--- config.mk ---
export PLATFORM = sky130hd
export DESIGN_NAME = if_fetch_unit
export DESIGN_NICKNAME = d
export VERILOG_FILES = /design/src/rtl/if_fetch_unit.sv
export SDC_FILE = /design/constraint.sdc
export NUM_CORES = 1
export LEC_CHECK = 0
export BUFFER_PORTS_ARGS = -buffer_cell sky130_fd_sc_hd__buf_2
export CORE_MARGIN = 2
export CORE_UTILIZATION = 56
export DETAILED_ROUTE_END_ITERATION = 8
export GPL_TIMING_DRIVEN = 0
export PLACE_DENSITY_LB_ADDON = 0.15
export SYNTH_ARGS = -nofsm -noshare
export SYNTH_HDL_FRONTEND = slang
export SYNTH_SLANG_ARGS = --single-unit
--- constraint.sdc ---
create_clock -name clk -period 5.6 [get_ports clk]
set_input_delay 0 -clock clk [delete_from_list [all_inputs] [get_ports clk]]
set_output_delay 0 -clock clk [all_outputs]
set_load 0.05 [all_outputs]
--- src/rtl/if_fetch_unit.sv ---
// IF-stage fetch engine: holds the fetch PC, issues req/gnt word fetches, and
// buffers returned words with their PCs in an in-order queue feeding IF/ID.
module if_fetch_unit #(
    parameter logic [31:0] RESET_PC = 32'h0000_0000,
    parameter int unsigned DEPTH    = 2
) (
    input  logic        clk,
    input  logic        rst,
    input  logic        stall_i,
    input  logic        be_i,
    input  logic [31:0] baddr_i,
    output logic        imem_req_o,
    output logic [31:0] imem_addr_o,
    input  logic        imem_gnt_i,
    input  logic        imem_rvalid_i,
    input  logic [31:0] imem_rdata_i,
    output logic        valid_o,
    output logic [31:0] pc_o,
    output logic [31:0] inst_o,
    output logic        adel_o
);
    localparam int unsigned CW = $clog2(DEPTH + 1);
    localparam int unsigned PW = (DEPTH > 1) ? $clog2(DEPTH) : 1;
    localparam logic [CW:0] DEPTH_W = (CW + 1)'(DEPTH);

    typedef enum logic {FETCH, FAULT} state_t;

    state_t        state;
    logic [31:0]   fetch_pc;
    logic [31:0]   fault_addr;
    logic [31:0]   q_pc   [DEPTH];
    logic [31:0]   q_inst [DEPTH];
    logic [31:0]   tag    [DEPTH];
    logic [PW-1:0] head, tail, tag_wr, tag_rd;
    logic [CW-1:0] count, outst, drop, owed;
    logic          marker_done;
    logic          xfer, push, pop, qpop, q_valid, marker_valid;

    function automatic logic [PW-1:0] inc(input logic [PW-1:0] p);
        return (p == PW'(DEPTH - 1)) ? '0 : p + 1'b1;
    endfunction

    // Request credit covers both queued and in-flight words, dropped ones included.
    assign imem_req_o  = !rst && (state == FETCH) &&
                         (({1'b0, outst} + {1'b0, count}) < DEPTH_W);
    assign imem_addr_o = fetch_pc;
    assign xfer        = imem_req_o && imem_gnt_i;
    assign owed        = outst + CW'(xfer) - CW'(imem_rvalid_i);

    assign q_valid      = (state == FETCH) && (count != '0);
    assign marker_valid = (state == FAULT) && (drop == '0) && (count == '0) && !marker_done;
    assign valid_o      = q_valid || marker_valid;
    assign pc_o         = q_valid ? q_pc[head] : (marker_valid ? fault_addr : '0);
    assign inst_o       = q_valid ? q_inst[head] : '0;
    assign adel_o       = marker_valid;

    assign pop  = valid_o && !stall_i && !be_i;
    assign qpop = pop && q_valid;
    assign push = imem_rvalid_i && (drop == '0) && !be_i;

    always_ff @(posedge clk or posedge rst) begin
        if (rst) begin
            state       <= FETCH;
            fetch_pc    <= RESET_PC;
            fault_addr  <= '0;
            head        <= '0;
            tail        <= '0;
            tag_wr      <= '0;
            tag_rd      <= '0;
            count       <= '0;
            outst       <= '0;
            drop        <= '0;
            marker_done <= 1'b0;
        end else begin
            outst <= owed;
            if (be_i) begin
                head     <= '0;
                tail     <= '0;
                tag_wr   <= '0;
                tag_rd   <= '0;
                count    <= '0;
                drop     <= owed;
                fetch_pc <= baddr_i;
                if (baddr_i[1:0] != 2'b00) begin
                    state       <= FAULT;
                    fault_addr  <= baddr_i;
                    marker_done <= 1'b0;
                end else begin
                    state <= FETCH;
                end
            end else begin
                if (xfer) begin
                    fetch_pc <= fetch_pc + 32'd4;
                    tag_wr   <= inc(tag_wr);
                end
                if (imem_rvalid_i) begin
                    if (drop != '0) drop <= drop - 1'b1;
                    else            tag_rd <= inc(tag_rd);
                end
                if (push) tail <= inc(tail);
                if (qpop) head <= inc(head);
                count <= count + CW'(push) - CW'(qpop);
                if (marker_valid && pop) marker_done <= 1'b1;
            end
        end
    end

    always_ff @(posedge clk) begin
        if (xfer && !be_i) tag[tag_wr] <= fetch_pc;
        if (push) begin
            q_pc[tail]   <= tag[tag_rd];
            q_inst[tail] <= imem_rdata_i;
        end
    end

    no_push_when_full: assert property (@(posedge clk) disable iff (rst)
        !(push && (count == CW'(DEPTH))));

endmodule

After elaboration in Yosys (flattened, before gate mapping)
Memory sizes are Yosys's and may differ from the RTL's.
Cells that the tools add are included.
{"block": "word_totals", "regBits": 76, "ram_bits": 192, "elab_cells": 93, "mem_count": 3}
{"memory": "q_inst", "words": 2, "word_bits": 32, "rd": 1, "rd_ports_with_merged_regs": 0, "write_ports": 1, "line_no": "32", "rtl": "logic [31:0] q_inst [DEPTH];"}
{"memory": "q_pc", "words": 2, "word_bits": 32, "rd": 1, "rd_ports_with_merged_regs": 0, "write_ports": 1, "line_no": "31", "rtl": "logic [31:0] q_pc [DEPTH];"}
{"memory": "tag", "words": 2, "word_bits": 32, "rd": 1, "rd_ports_with_merged_regs": 0, "write_ports": 1, "line_no": "33", "rtl": "logic [31:0] tag [DEPTH];"}
{"block": "op_classes", "addsub": 11, "order_cmp": 1, "eq_ne": 2, "n_mux": 30, "bitwise": 1, "reduce_logical": 34}
{"operator": "32-bit two-way mux", "count": 5}
{"operator": "32-bit by 3-bit adder with 32-bit output, second input constant", "count": 1}
{"operator": "1-bit two-way mux", "count": 21}
{"operator": "2-bit nonzero test", "count": 9}
{"operator": "1-bit logical AND", "count": 14}
{"operator": "2-bit two-way mux", "count": 4}
{"operator": "2-bit AND reduction", "count": 4}
{"operator": "1-bit adder, second input constant", "count": 4}
{"operator": "2-bit by 1-bit adder with 2-bit output", "count": 2}
{"operator": "1-bit zero test", "count": 4}
{"operator": "2-bit zero test", "count": 2}
{"operator": "2-bit by 1-bit subtractor with 2-bit output", "count": 2}
{"operator": "2-bit by 2-bit adder with 3-bit output", "count": 1}
{"operator": "3-bit by 2-bit < comparator with 1-bit output, second input constant", "count": 1}
{"operator": "2-bit by 1-bit != test with 1-bit output, second input constant", "count": 1}
{"operator": "2-bit != test, second input constant", "count": 1}
{"operator": "2-bit by 1-bit subtractor with 2-bit output, second input constant", "count": 1}
{"operator": "1-bit logical OR", "count": 1}
{"operator": "1-bit NOT", "count": 1}

Depth between registers and ports, before layout
{"block": "depth", "ltp_word": 10, "mapped_depth": 12, "depth_no_buf": 11}

Least setup slack after synthesis
OpenSTA, ideal clock, no wires.
{"block": "synth_path", "path_kind": "register to register", "from": "reg count[0]", "to": "mem tag[1][0] (enable)", "arrival_ns": 4.319, "required_time_ns": 5.132, "slack_ns": 0.813, "path_stages_with_launch": 7, "path_buffers": 1, "synth_period_minus_slack_ns": 4.787, "path_cell_list": "dfrtp_1 -> and2_1 -> fa_1 -> nor4_2 -> buf_2 -> nand2_1 -> nor3b_1"}
{"block": "synth_between", "elab_chain_cells": 7}
{"element": "start: declaration", "line_no": "35", "rtl": "logic [CW-1:0] count, outst, drop, owed;"}
{"element": "start signal: assignment", "line_no": "102", "rtl": "count <= count + CW'(push) - CW'(qpop);"}
{"element": "2-bit by 2-bit adder with 3-bit output", "line_no": "45", "rtl": "(({1'b0, outst} + {1'b0, count}) < DEPTH_W);"}
{"element": "3-bit by 2-bit < comparator with 1-bit output", "line_no": "45"}
{"element": "1-bit logical AND", "line_no": "44", "rtl": "assign imem_req_o = !rst && (state == FETCH) &&"}
{"element": "named net imem_req_o", "line_no": "12", "rtl": "output logic imem_req_o,"}
{"element": "1-bit logical AND", "line_no": "47", "rtl": "assign xfer = imem_req_o && imem_gnt_i;"}
{"element": "1-bit logical AND", "line_no": "109", "rtl": "if (xfer && !be_i) tag[tag_wr] <= fetch_pc;"}
{"element": "1-bit two-way mux", "line_no": "109"}
{"element": "1-bit two-way mux (implied by the code)", "line_no": "109"}
{"element": "end: declaration", "line_no": "33"}
The timed path passes the listed nets, and every way through them passes these cells.

Worst setup path in the final report
{"block": "layout_path", "from": "reg count[0]", "to": "mem tag[1][17] (enable)"}
{"block": "layout_between", "elab_chain_cells": 7}
{"element": "2-bit by 2-bit adder with 3-bit output", "line_no": "45"}
{"element": "3-bit by 2-bit < comparator with 1-bit output", "line_no": "45"}
{"element": "1-bit logical AND", "line_no": "44"}
{"element": "1-bit logical AND", "line_no": "47"}
{"element": "1-bit logical AND", "line_no": "109"}
{"element": "1-bit two-way mux", "line_no": "109"}
{"element": "1-bit two-way mux (implied by the code)", "line_no": "109"}
No other way between the ends.

==> summary.txt <==
Run status
  • Outcome: completed

Power
  • Power density over cell area: 386 nW/um^2
  • Internal: 0.00371 W
  • Max IR drop VDD: 0.000333 V
  • Sequential share of power: 45.4%
  • Overall power: 0.00535 W
  • Switching share of power: 30.6%
  • Clock Power Share: 32.0%
  • Combinational share of power: 22.6%
  • Sw power: 0.00164 W
  • Static leakage: 5.17 nW

CTS
  • Clock Root Buffer: clkbuf_16
  • Clock buffer count from CTS: 27
  • Worst skew pair latency: 0.51 ns
  • H-tree levels: 1
  • Postcts setup bufs: 0
  • TritonCTS clock tree: done
  • Clock Path Buffers: 3
  • CTS Hold Bufs: 68
  • Clock Sinks: 268
  • # resized after CTS: 0
  • Worst-path clk slew: 0.07 ns

Timing
  • Final Setup Violations: 0
  • Max-slew violations: 0
  • Worst Tran Pin Value: 0.950 ns
  • Fin crit share: 60.1%
  • Clock Skew: 0.0129 ns
  • Rel. slew slack: 36.6%
  • Final WS setup: 2.23 ns
  • Final min period: 3.37 ns
  • RSZ-0062 raised after global routing: no
  • Final hold violation count: 0
  • Fmax: 297 MHz

Critical path
  • Worst-path fanout max: 10
  • Data arrival, critical path: 3.57 ns
  • Reg2reg setup slack: 2.23 ns
  • Crit. End Element: flop
  • Setup CP Type: reg -> reg
  • R2R Path Start: count[0]$_DFF_PP0_
  • Worst r2r dst: tag[1][17]$_DFFE_PP_
  • Worst Path Required: 5.81 ns
  • Worst r2r path cells: 8
  • Worst Setup Start Kind: flop

GRT
  • Largest net degree at the start of global routing: 59
  • Initial antenna violation count: 0
  • First-pass GRT wire length: 39.4 mm
  • Grt ovf: 0
  • Total GRT Usage: 24.9%
  • Vias in the first global route: 7451

Routing
  • WL final: 25.6 mm
  • First-pass detailed-route iteration total: 5
  • Met2 WL: 12.8 mm
  • DRT iter0 DRCs: 425
  • Top Layer Used: met4
  • DRC: 0
  • Via count: 7190
  • Vias/cell: 5.59
  • Post-detailed-route wirelength per cell: 19.9 um
  • Metal1 wirelength: 10.4 mm
  • Post-route antenna net violation count: 0
  • Routed met3 length: 1.84 mm

Floorplan
  • Initial core utilization: 56.6%
  • Die height: 144 um
  • Die ar.: 20700 sq um
  • Row cnt: 51
  • Die Wd: 144 um
  • IO Pins: 169
  • CORE AREA: 19300 sq um

Cells and area
  • Cell area after layout: 13900 sq um
  • Post-layout nets: 1078
  • Layout cells sized above 1: 29.0%
  • Synth-to-layout area growth: 26.7%
  • Core Util, Final: 71.7%
  • Antenna Cells: 0

Placement
  • Placed cell areas: 12300 sq um
  • DPL Wire Length: 17.1 mm
  • RePlAce Congestion: 0.834
  • Pre-CTS setup slack: 2.25 ns
  • Port buffer count: 167

Synth
  • Most frequent cell after synthesis: edfxtp_1
  • Syn nets: 803
  • Synthesized area per cell: 15.1 sq um
  • Post-synth cell types: 43
  • Top cells by area, synth: edfxtp_1 53%, dfrtp_1 17%, mux2_2 6.4%
  • Top cell type's share of synthesized area: 52.7%
  • Most instantiated cells after synthesis: 192 x edfxtp_1, 76 x dfrtp_1, 65 x mux2i_1, 62 x mux2_2, 60 x nor2_1
  • Async SR Flop Fraction: 28.4%
  • Cells after Synth: 726
  • Area of the mapped netlist: 10900 sq um
  • Cell taking the most area after synthesis: edfxtp_1
  • Yosys warns: 0
  • #FFs+latches synth: 268
  • EDFF count, synth: 192
  • Post-synthesis sequential area ratio: 70.1%
  • Prevailing post-synth register cell: edfxtp_1

Hold path
  • Hold WC Path Type: in -> async

Job
  • Max-Cap Viols: 0
## metal layers
| metal | vias to the layer above | global-route usage [%] |
|---|---|---|
| met2 | 286 | 42.2 |
| met3 | 49 | 4.23 |
| met4 | 0 | 7.89 |
| met1 | 3524 | 33.0 |
| li1 | 3331 | - |
| met5 | - | 0 |
## cells in the final DEF, fill, tap and decap left out, types with 3 or more instances in the layout
master	Yosys	routed
buf_16	0	3
a31oi_1	19	19
dlygate4sd3_1	0	68
clkbuf_1	31	38
edfxtp_1	192	192
nor2_1	60	58
and4_1	3	3
xor2_1	10	10
o2bb2ai_1	32	32
buf_6	0	5
mux2i_1	65	65
clkbuf_16	0	28
nand3_1	9	9
o31ai_1	13	13
and2_1	4	4
or3_1	6	6
buf_2	4	171
o21ai_0	22	22
or4_1	16	16
ha_1	6	6
and3_1	5	5
inv_1	10	9
nand2_1	33	33
dfrtp_1	76	76
nand4_1	11	11
buf_1	5	5
clkinv_2	0	6
clkbuf_8	0	3
mux2_2	62	62
xnor2_1	5	5
## through the flow
step	instances	hold slack, ns	setup TNS, ns
after floorplan	726	0.0989	0
after global placement	1158	0.189	-77.08
after detailed placement	1169	0.0135	0
after CTS	1286	0.0139	0
after global routing	1286	0.0413	0
final	1286	0.0221	0
## kinds of logic (layout without fill, tap and decap cells)
kind of cell | Yosys count | count (layout) | share of synthesized area, %
AO/OA/AOI/OAI | 94 | 94 | 6.03
AND/OR/NAND/NOR | 164 | 164 | 7.68
adder cells (fa/ha/maj) | 7 | 7 | 0.869
multiplexers | 127 | 127 | 12.3
buffers and inverters | 51 | 346 | 1.80
XOR/XNOR | 15 | 15 | 1.20
flip-flops | 268 | 268 | 70.1
## worst max-delay path by stage
stage	from	endpoint	slack [ns]	depth (start not counted)
final	count[0]$_DFF_PP0_	tag[1][17]$_DFFE_PP_	2.23	8
after global routing	count[0]$_DFF_PP0_	tag[1][17]$_DFFE_PP_	2.07	8
after CTS	count[0]$_DFF_PP0_	tag[1][17]$_DFFE_PP_	2.22	8
after detailed placement	outst[0]$_DFF_PP0_	tag[1][19]$_DFFE_PP_	2.25	8
after global placement	count[0]$_DFF_PP0_	tag[1][17]$_DFFE_PP_	-1.01	6
after floorplan	count[0]$_DFF_PP0_	tag[1][0]$_DFFE_PP_	0.81	6
## registers in the layout, indices dropped and copies added (netlist names)
name	cells
q_inst	64
q_pc	64
tag	64
fault_addr	32
imem_addr_o	32
count	2
drop	2
outst	2
head	1
marker_done	1
state	1
tag_rd	1
tag_wr	1
tail	1
## critical path, stage by stage, from the launching register on
cell     delay, ns
dfrtp_1       0.40
and2_1        0.16
fa_1          0.45
nor4_2        0.34
buf_2         0.29
nand2_1       0.23
nor3b_2       0.74
buf_6         0.24
buf_6         0.18
## power by group through the flow
stage	Combinational [W]	Sequential, W	Clock (W)
finish	0.00121	0.00243	0.00171
global route	0.00128	0.00245	0.00183
CTS	0.00121	0.00243	0.00174
detailed placement	0.00116	0.00247	0
global placement	0.00111	0.00247	0
floorplan	0.000767	0.00252	0
## layout make-up
cell class	instances	area, sq um
flip-flops and latches	268	7670
clock buffers	38	768
well taps	265	332
plain buffers	40	155
multi-input cells	407	3100
inverters	11	43.8
clock inverters	11	86.3
fillers	1301	5470
repair buffers	246	1710
Power figures use the tool's default switching activity.
